===== config.mk =====
export PLATFORM = sky130hd
export DESIGN_NAME = regression_evaluator_flat
export DESIGN_NICKNAME = d
export VERILOG_FILES = /design/src/rtl/regression_evaluator_if.sv /design/src/rtl/regression_evaluator.sv /design/src/flat_wrapper.sv
export SDC_FILE = /design/constraint.sdc
export NUM_CORES = 2
export LEC_CHECK = 0
export ABC_AREA = 1
export CAP_MARGIN = 20
export CORE_ASPECT_RATIO = 1.25
export CORE_UTILIZATION = 50
export CTS_CLUSTER_DIAMETER = 50
export CTS_CLUSTER_SIZE = 28
export DETAILED_ROUTE_END_ITERATION = 16
export PLACE_DENSITY = 0.68
export SYNTH_ARGS = -nofsm -noshare
export SYNTH_HDL_FRONTEND = slang
export SYNTH_SLANG_ARGS = --single-unit

===== constraint.sdc =====
create_clock -name clk -period 26 [get_ports clk]
set_input_delay 2.6 -clock clk [delete_from_list [all_inputs] [get_ports clk]]
set_output_delay 2.6 -clock clk [all_outputs]
set_load 0.01 [all_outputs]

===== src/rtl/regression_evaluator_if.sv =====
// ---------------------------------------------------------------------------
// regression_evaluator_if
//
// Groups the two streaming handshakes of the regression evaluator:
//   sample stream  : s_valid, s_ready, s_x, s_y   (producer -> evaluator)
//   result stream  : r_valid, r_ready, r_yhat, r_res (evaluator -> consumer)
//
// Modports:
//   master : the environment side (drives samples, accepts results)
//   slave  : the evaluator side (accepts samples, drives results)
//
// Parameters:
//   DW : width of the unsigned sample fields s_x / s_y
//   RW : width of the signed result fields r_yhat / r_res
// ---------------------------------------------------------------------------
interface regression_evaluator_if #(
  parameter int DW = 20,
  parameter int RW = 32
);
  logic                 s_valid;
  logic                 s_ready;
  logic [DW-1:0]        s_x;
  logic [DW-1:0]        s_y;
  logic                 r_valid;
  logic                 r_ready;
  logic signed [RW-1:0] r_yhat;
  logic signed [RW-1:0] r_res;

  modport master (
    output s_valid, s_x, s_y, r_ready,
    input  s_ready, r_valid, r_yhat, r_res
  );

  modport slave (
    input  s_valid, s_x, s_y, r_ready,
    output s_ready, r_valid, r_yhat, r_res
  );
endinterface


===== src/rtl/regression_evaluator.sv =====
// ---------------------------------------------------------------------------
// regression_evaluator
//
// Evaluates a finished linear fit y_hat = b0 + b1*x over a stream of samples.
// The coefficients are captured when a run starts; every accepted sample
// produces one result carrying the saturated prediction and the saturated
// residual y - y_hat. Optionally the sum of squared residuals is accumulated.
//
// Ports:
//   clk, rst  : clock; asynchronous active-high reset
//   start     : begin a run (only honoured in IDLE)
//   b0        : intercept, 84-bit two's complement integer
//   b1        : slope, 56-bit unsigned with FRAC fractional bits
//   bus       : slave side of regression_evaluator_if (sample in, result out)
//   busy      : high while loading, running or draining
//   done      : one-cycle pulse after the final result has been taken
//   sse       : sum of squared residuals, unsigned, saturating at 2^64-1
//
// Build option:
//   REG_EVAL_SSE_EN : when defined the squarer/accumulator is built and sse
//                     is live; otherwise sse is constant zero.
//
// Pipeline: S1 holds the raw product b1*x and y, S2 holds full-precision
// y_hat and residual, the result register holds the saturated values.
// A sample accepted at edge k is therefore visible as a result after k+2.
// A result that is valid but not taken freezes all three stages.
// ---------------------------------------------------------------------------
module regression_evaluator #(
  parameter int N_SAMPLES = 150,
  parameter int DW        = 20,
  parameter int FRAC      = 10,
  parameter int RW        = 32
) (
  input  logic                   clk,
  input  logic                   rst,
  input  logic                   start,
  input  logic [83:0]            b0,
  input  logic [55:0]            b1,
  regression_evaluator_if.slave  bus,
  output logic                   busy,
  output logic                   done,
  output logic [63:0]            sse
);

  localparam int B0W = 84;
  localparam int B1W = 56;
  localparam int PW  = B1W + DW;  // raw product width
  localparam int FW  = B0W + 2;   // full-precision prediction/residual width
  localparam int CW  = $clog2(N_SAMPLES + 1);

  typedef enum logic [2:0] {
    ST_IDLE,
    ST_LOAD,
    ST_RUN,
    ST_DRAIN,
    ST_DONE
  } state_t;

  state_t state_reg, state_next;

  logic [B0W-1:0]       b0_q;
  logic [B1W-1:0]       b1_q;
  logic [CW-1:0]        cnt_reg;

  logic                 s1_valid_reg;
  logic [PW-1:0]        s1_p_reg;
  logic [DW-1:0]        s1_y_reg;

  logic                 s2_valid_reg;
  logic signed [FW-1:0] s2_yhat_reg;
  logic signed [FW-1:0] s2_res_reg;

  logic                 r_valid_reg;
  logic signed [RW-1:0] r_yhat_reg;
  logic signed [RW-1:0] r_res_reg;

  logic                 stall;
  logic                 s_ready_int;
  logic                 accept;
  logic                 pipe_empty;
  logic [PW-1:0]        p_shr;
  logic signed [FW-1:0] yhat_full;
  logic signed [FW-1:0] res_full;

  // Clamp a full-precision signed value into the RW-bit signed range. The
  // value fits when every bit from the RW-1 position upward equals the sign.
  function automatic logic signed [RW-1:0] sat_rw(input logic signed [FW-1:0] v);
    logic [FW-RW:0] top;
    top = v[FW-1:RW-1];
    if ((&top) || (~|top))
      sat_rw = v[RW-1:0];
    else if (v[FW-1])
      sat_rw = {1'b1, {(RW-1){1'b0}}};
    else
      sat_rw = {1'b0, {(RW-1){1'b1}}};
  endfunction

  assign stall       = r_valid_reg && !bus.r_ready;
  // The count guard is redundant with the RUN->DRAIN transition but keeps
  // the counter from ever wrapping.
  assign s_ready_int = (state_reg == ST_RUN) && !stall && (cnt_reg < CW'(N_SAMPLES));
  assign accept      = bus.s_valid && s_ready_int;
  assign pipe_empty  = !s1_valid_reg && !s2_valid_reg;

  assign bus.s_ready = s_ready_int;
  assign bus.r_valid = r_valid_reg;
  assign bus.r_yhat  = r_yhat_reg;
  assign bus.r_res   = r_res_reg;

  // ---------------------------------------------------------------- FSM
  always_ff @(posedge clk or posedge rst) begin
    if (rst)
      state_reg <= ST_IDLE;
    else
      state_reg <= state_next;
  end

  always_comb begin
    state_next = state_reg;
    busy       = 1'b0;
    done       = 1'b0;
    case (state_reg)
      ST_IDLE: begin
        if (start)
          state_next = ST_LOAD;
      end
      ST_LOAD: begin
        busy       = 1'b1;
        state_next = ST_RUN;
      end
      ST_RUN: begin
        busy = 1'b1;
        if (accept && (cnt_reg == CW'(N_SAMPLES - 1)))
          state_next = ST_DRAIN;
      end
      ST_DRAIN: begin
        busy = 1'b1;
        // Leave once nothing is in flight and the result register is
        // either empty or being taken on this edge.
        if (pipe_empty && (!r_valid_reg || bus.r_ready))
          state_next = ST_DONE;
      end
      ST_DONE: begin
        done       = 1'b1;
        state_next = ST_IDLE;
      end
      default: state_next = ST_IDLE;
    endcase
  end

  // ------------------------------------------- coefficients and counter
  always_ff @(posedge clk or posedge rst) begin
    if (rst) begin
      b0_q    <= '0;
      b1_q    <= '0;
      cnt_reg <= '0;
    end else begin
      // Captured when the run is accepted, so later input changes are
      // invisible until the next run.
      if ((state_reg == ST_IDLE) && start) begin
        b0_q <= b0;
        b1_q <= b1;
      end
      if (state_reg == ST_LOAD)
        cnt_reg <= '0;
      else if (accept)
        cnt_reg <= cnt_reg + CW'(1);
    end
  end

  // ------------------------------------------------------------ datapath
  assign p_shr     = s1_p_reg >> FRAC;
  assign yhat_full = $signed({{(FW-B0W){b0_q[B0W-1]}}, b0_q})
                   + $signed({{(FW-PW){1'b0}}, p_shr});
  assign res_full  = $signed({{(FW-DW){1'b0}}, s1_y_reg}) - yhat_full;

  always_ff @(posedge clk or posedge rst) begin
    if (rst) begin
      s1_valid_reg <= 1'b0;
      s1_p_reg     <= '0;
      s1_y_reg     <= '0;
      s2_valid_reg <= 1'b0;
      s2_yhat_reg  <= '0;
      s2_res_reg   <= '0;
      r_valid_reg  <= 1'b0;
      r_yhat_reg   <= '0;
      r_res_reg    <= '0;
    end else if (!stall) begin
      s1_valid_reg <= accept;
      if (accept) begin
        s1_p_reg <= {{DW{1'b0}}, b1_q} * {{B1W{1'b0}}, bus.s_x};
        s1_y_reg <= bus.s_y;
      end
      s2_valid_reg <= s1_valid_reg;
      if (s1_valid_reg) begin
        s2_yhat_reg <= yhat_full;
        s2_res_reg  <= res_full;
      end
      r_valid_reg <= s2_valid_reg;
      // Data is only overwritten by a new result; it is left as-is when
      // the register empties.
      if (s2_valid_reg) begin
        r_yhat_reg <= sat_rw(s2_yhat_reg);
        r_res_reg  <= sat_rw(s2_res_reg);
      end
    end
  end

  // ------------------------------------------------- residual accumulator
`ifdef REG_EVAL_SSE_EN
  logic                     res_hs;
  logic signed [2*RW-1:0]   res_ext;
  logic signed [2*RW-1:0]   res_sq;
  logic [64:0]              sse_sum;
  logic [63:0]              sse_reg;

  assign res_hs  = r_valid_reg && bus.r_ready;
  assign res_ext = {{RW{r_res_reg[RW-1]}}, r_res_reg};
  assign res_sq  = res_ext * res_ext;
  // One extra bit catches the carry that signals saturation.
  assign sse_sum = {1'b0, sse_reg} + {{(65-2*RW){1'b0}}, res_sq};

  always_ff @(posedge clk or posedge rst) begin
    if (rst)
      sse_reg <= '0;
    else if (state_reg == ST_LOAD)
      sse_reg <= '0;
    else if (res_hs)
      sse_reg <= sse_sum[64] ? {64{1'b1}} : sse_sum[63:0];
  end

  assign sse = sse_reg;
`else
  assign sse = '0;
`endif

endmodule


===== src/flat_wrapper.sv =====
// flat-port wrapper written by rule: the top's interface ports become plain ports
module regression_evaluator_flat 
#(
  parameter int N_SAMPLES = 150,
  parameter int DW        = 20,
  parameter int FRAC      = 10,
  parameter int RW        = 32
)
  (clk, rst, start, b0, b1, busy, done, sse, bus_s_valid, bus_s_x, bus_s_y, bus_r_ready, bus_s_ready, bus_r_valid, bus_r_yhat, bus_r_res);
  regression_evaluator_if #(.DW(DW), .RW(RW)) bus_i ();
  input  logic clk;
  input  logic rst;
  input  logic start;
  input  logic [83:0] b0;
  input  logic [55:0] b1;
  output logic busy;
  output logic done;
  output logic [63:0] sse;
  input wire logic [$bits(bus_i.s_valid)-1:0] bus_s_valid;
  input wire logic [$bits(bus_i.s_x)-1:0] bus_s_x;
  input wire logic [$bits(bus_i.s_y)-1:0] bus_s_y;
  input wire logic [$bits(bus_i.r_ready)-1:0] bus_r_ready;
  output wire logic [$bits(bus_i.s_ready)-1:0] bus_s_ready;
  output wire logic [$bits(bus_i.r_valid)-1:0] bus_r_valid;
  output wire logic [$bits(bus_i.r_yhat)-1:0] bus_r_yhat;
  output wire logic [$bits(bus_i.r_res)-1:0] bus_r_res;
  assign bus_i.s_valid = bus_s_valid;
  assign bus_i.s_x = bus_s_x;
  assign bus_i.s_y = bus_s_y;
  assign bus_i.r_ready = bus_r_ready;
  assign bus_s_ready = bus_i.s_ready;
  assign bus_r_valid = bus_i.r_valid;
  assign bus_r_yhat = bus_i.r_yhat;
  assign bus_r_res = bus_i.r_res;
  regression_evaluator #(.N_SAMPLES(N_SAMPLES), .DW(DW), .FRAC(FRAC), .RW(RW)) u_core (.clk(clk), .rst(rst), .start(start), .b0(b0), .b1(b1), .bus(bus_i), .busy(busy), .done(done), .sse(sse));
endmodule

==> impl_metrics.json <==
{
  "status": "completed",
  "pin_count": 317,
  "whs_path_depth": 2,
  "critPathLaunch": "bus_s_x[5]",
  "cts_setup_buffers": 0,
  "grt_pass1_wl_um": 335000,
  "nFillCells": 12700,
  "crit_path_end_kind": "flop",
  "ant_nets": 0,
  "core_area_um2": 130000,
  "drt_iter0_drc": 4067,
  "fin_worst_skew_ps": 63.7,
  "required_ps": 26620,
  "h-tree-depth": 2,
  "clk_pin_slew_ps": 80,
  "drive_gt1_share_pct": 5.48,
  "finalCritPeriodShare_pct": 38.1,
  "hold_end": "u_core.s2_res_reg[1]",
  "synth_area_per_cell_um2": 7.35,
  "drtPass1Iterations": 6,
  "cts-root-buf": "clkbuf_16",
  "drt_drc_violations_left": 0,
  "grt_pass1_vias": 60200,
  "setup_violations": 0,
  "antenna_cells": 0,
  "path_class": "input port to flop",
  "seq_area_um2": 11900,
  "fp.dieW_um": 327,
  "yosysSeqAreaShare_pct": 18.0,
  "yosysTopAreaCellShare_pct": 29.4,
  "grt_max_degree": 155,
  "overflow": 0,
  "rows": 148,
  "antenna_found_initial": 0,
  "path_cells": "buf_2 > buf_4 > nand2_1 > fa_1 > fa_1 > fa_1 > inv_1 > fa_1 > fa_1 > fa_1 > inv_1 > fa_1 > inv_1 > ha_1 > nand2_1 > nor2_1 > inv_1 > nor4_1 > a21oi_1 > o21ai_0 > nand3_1 > nand2_1 > nor2_1 > o31ai_1",
  "clk_latency_ps": 730,
  "cts_buffer_depth": 3,
  "die-area_um2": 133000,
  "timing_worst_slew_pin_value_ps": 1210,
  "rsz0062_at_grt": "no",
  "regToRegEndpoint": "u_core.s1_p_reg[61]",
  "synth_area_leaders": "fa_1, dfrtp_1, nand2_1",
  "synth_top_area_cell": "fa_1",
  "grt_use_total_pct": 32.7,
  "cp.arrival_ps": 10540,
  "reg2regPathDepth": 24,
  "reg2reg_from": "u_core.b1_q[11]",
  "initial_core_util_pct": 50.5,
  "critPathSlowestCell": "nor4_1",
  "fp.dieH_um": 408,
  "cp_common_cell": "fa_1",
  "area_delta_synth_final_pct": 8.73,
  "port_buffers": 252,
  "globalplace.congestion": 1.04,
  "cts-buffers-inserted": 54,
  "yosysUniqueCellTypes": 55,
  "drv_slew": 0,
  "synthArstFlopShare_pct": 100,
  "period_minus_slack_ps": 9920,
  "dp_hpwl_um": 168000,
  "wl_um": 214000,
  "max_stage_delay_ps": 760,
  "cts.repair.resized": 0,
  "min_from": "u_core.s2_res_reg[1]",
  "postCtsHoldBufs": 0,
  "vias": 56800,
  "critPathLaunchType": "input port",
  "postSynthCellCount": 8958,
  "cts_tree": "built",
  "drv_cap": 0,
  "synth_warnings": 0,
  "synth_ff_type": "dfrtp_1",
  "r2r_slack_ps": 17690,
  "slew_headroom_pct": 19.3,
  "synth_enable_flop_cells": 0,
  "hold_class": "flop to flop",
  "nets": 10400,
  "viasPerCell": 5.27,
  "max_freq_mhz": 101,
  "syn-cell-area_um2": 65900,
  "multi_input_area_um2": 44600,
  "fin_tns_setup_ps": 0,
  "synth-seq-cells": 475,
  "largest_reg_flops": 86,
  "post_drt_wl_per_cell_um": 19.9,
  "critical_path.max_fanout": 56,
  "numClockSinks": 475,
  "hold_viol_final": 0
}
-- critical path: cells and delay by family --
kind                       cells  cell delay, ps
adders and majority gates      8            3940
and+or+nand+nor                7            1700
AOI/OAI and AO/OA              3            1210
buffers and inverters          6            1030
-- metrics by stage --
stage                     util [%]  instances  instance area, µm²  setup slack [ps]  hold WS [ps]
final                         54.9      10800               71600             16080           474
after detailed placement      53.3      10700               69500             15370           461
after global placement        53.3      10700               69500             15410           460
after CTS                     54.8      10800               71500             16140           480
after global routing          54.9      10800               71600             15760           498
after floorplan                  -       9021               66100             10150           442
-- logic make-up after synthesis --
logic type      count (synthesis)  synth area share (%)
compound gates                707                  5.69
fa+ha+maj                    1241                  34.6
simple gates                 3820                  23.8
buf+inv                      2515                  14.7
flops                         475                  18.0
other cells                     1               0.00569
xor+xnor                       74                 0.984
mux                           125                  2.14
-- area by class of cell --
type                            count  area share, %
Tap cell                         1725           3.01
Clock buffer                       57           1.92
Inverter                         2127           11.2
Multi-Input combinational cell   6031           62.3
Timing Repair Buffer              315           4.20
Clock inverter                     45          0.845
Sequential cell                   475           16.6
-- Yosys cell counts, drive strengths merged (10+ instances only) --
library cell and count:
nand2 2746, or2 22, inv 2120, nand4 82, nor2 593, dfrtp 475
nand3 268, o21ai 300, fa 969, nor3 42, o22ai 10, a21boi 10
mux2 125, buf 143, nand3b 14, o211ai 10, a31oi 20, nor4 44
clkbuf 245, xnor2 46, ha 272, a21oi 313, xor2 28, o21bai 10
-- per-layer routing --
| layer | global-route usage, % | part of all wire [%] | vias to the layer above |
|---|---|---|---|
| met5 | 0 | 0 | - |
| met1 | 38.6 | 38 | 27600 |
| met2 | 57.5 | 50 | 2119 |
| li1 | - | - | 26400 |
| met4 | 17.6 | 6.1 | 0 |
| met3 | 4.45 | 6.3 | 571 |
-- cells in the final DEF (no fill, tap or decap), types with 14 or more instances in the layout --
cell type / instances
a21oi_1: 312
a31oi_1: 20
buf_2: 20
buf_4: 57
clkbuf_16: 54
clkdlybuf4s50_1: 232
conb_1: 64
dfrtp_1: 475
fa_1: 969
ha_1: 272
inv_1: 2091
inv_2: 27
mux2_2: 125
nand2_1: 2696
nand2_2: 49
nand3_1: 248
nand3_2: 14
nand3b_1: 14
nand4_1: 82
nor2_1: 533
nor2_2: 39
nor2_4: 20
nor3_1: 40
nor4_1: 44
o21ai_0: 294
or2_2: 22
xnor2_1: 46
xor2_1: 28
-- worst max path at each step --
stage	cells after the start	slack [ps]	end
2_1_floorplan	1	10150	u_core.b0_q[0]
3_3_place_gp	24	15410	u_core.s1_p_reg[61]
3_5_place_dp	24	15370	u_core.s1_p_reg[61]
4_1_cts	24	16140	u_core.s1_p_reg[61]
5_1_grt	24	15760	u_core.s1_p_reg[61]
6_report	24	16080	u_core.s1_p_reg[61]
Power is left out: the tool's default activity adds up to more than one toggle a clock period on the data nets, which glitch-free logic cannot reach.
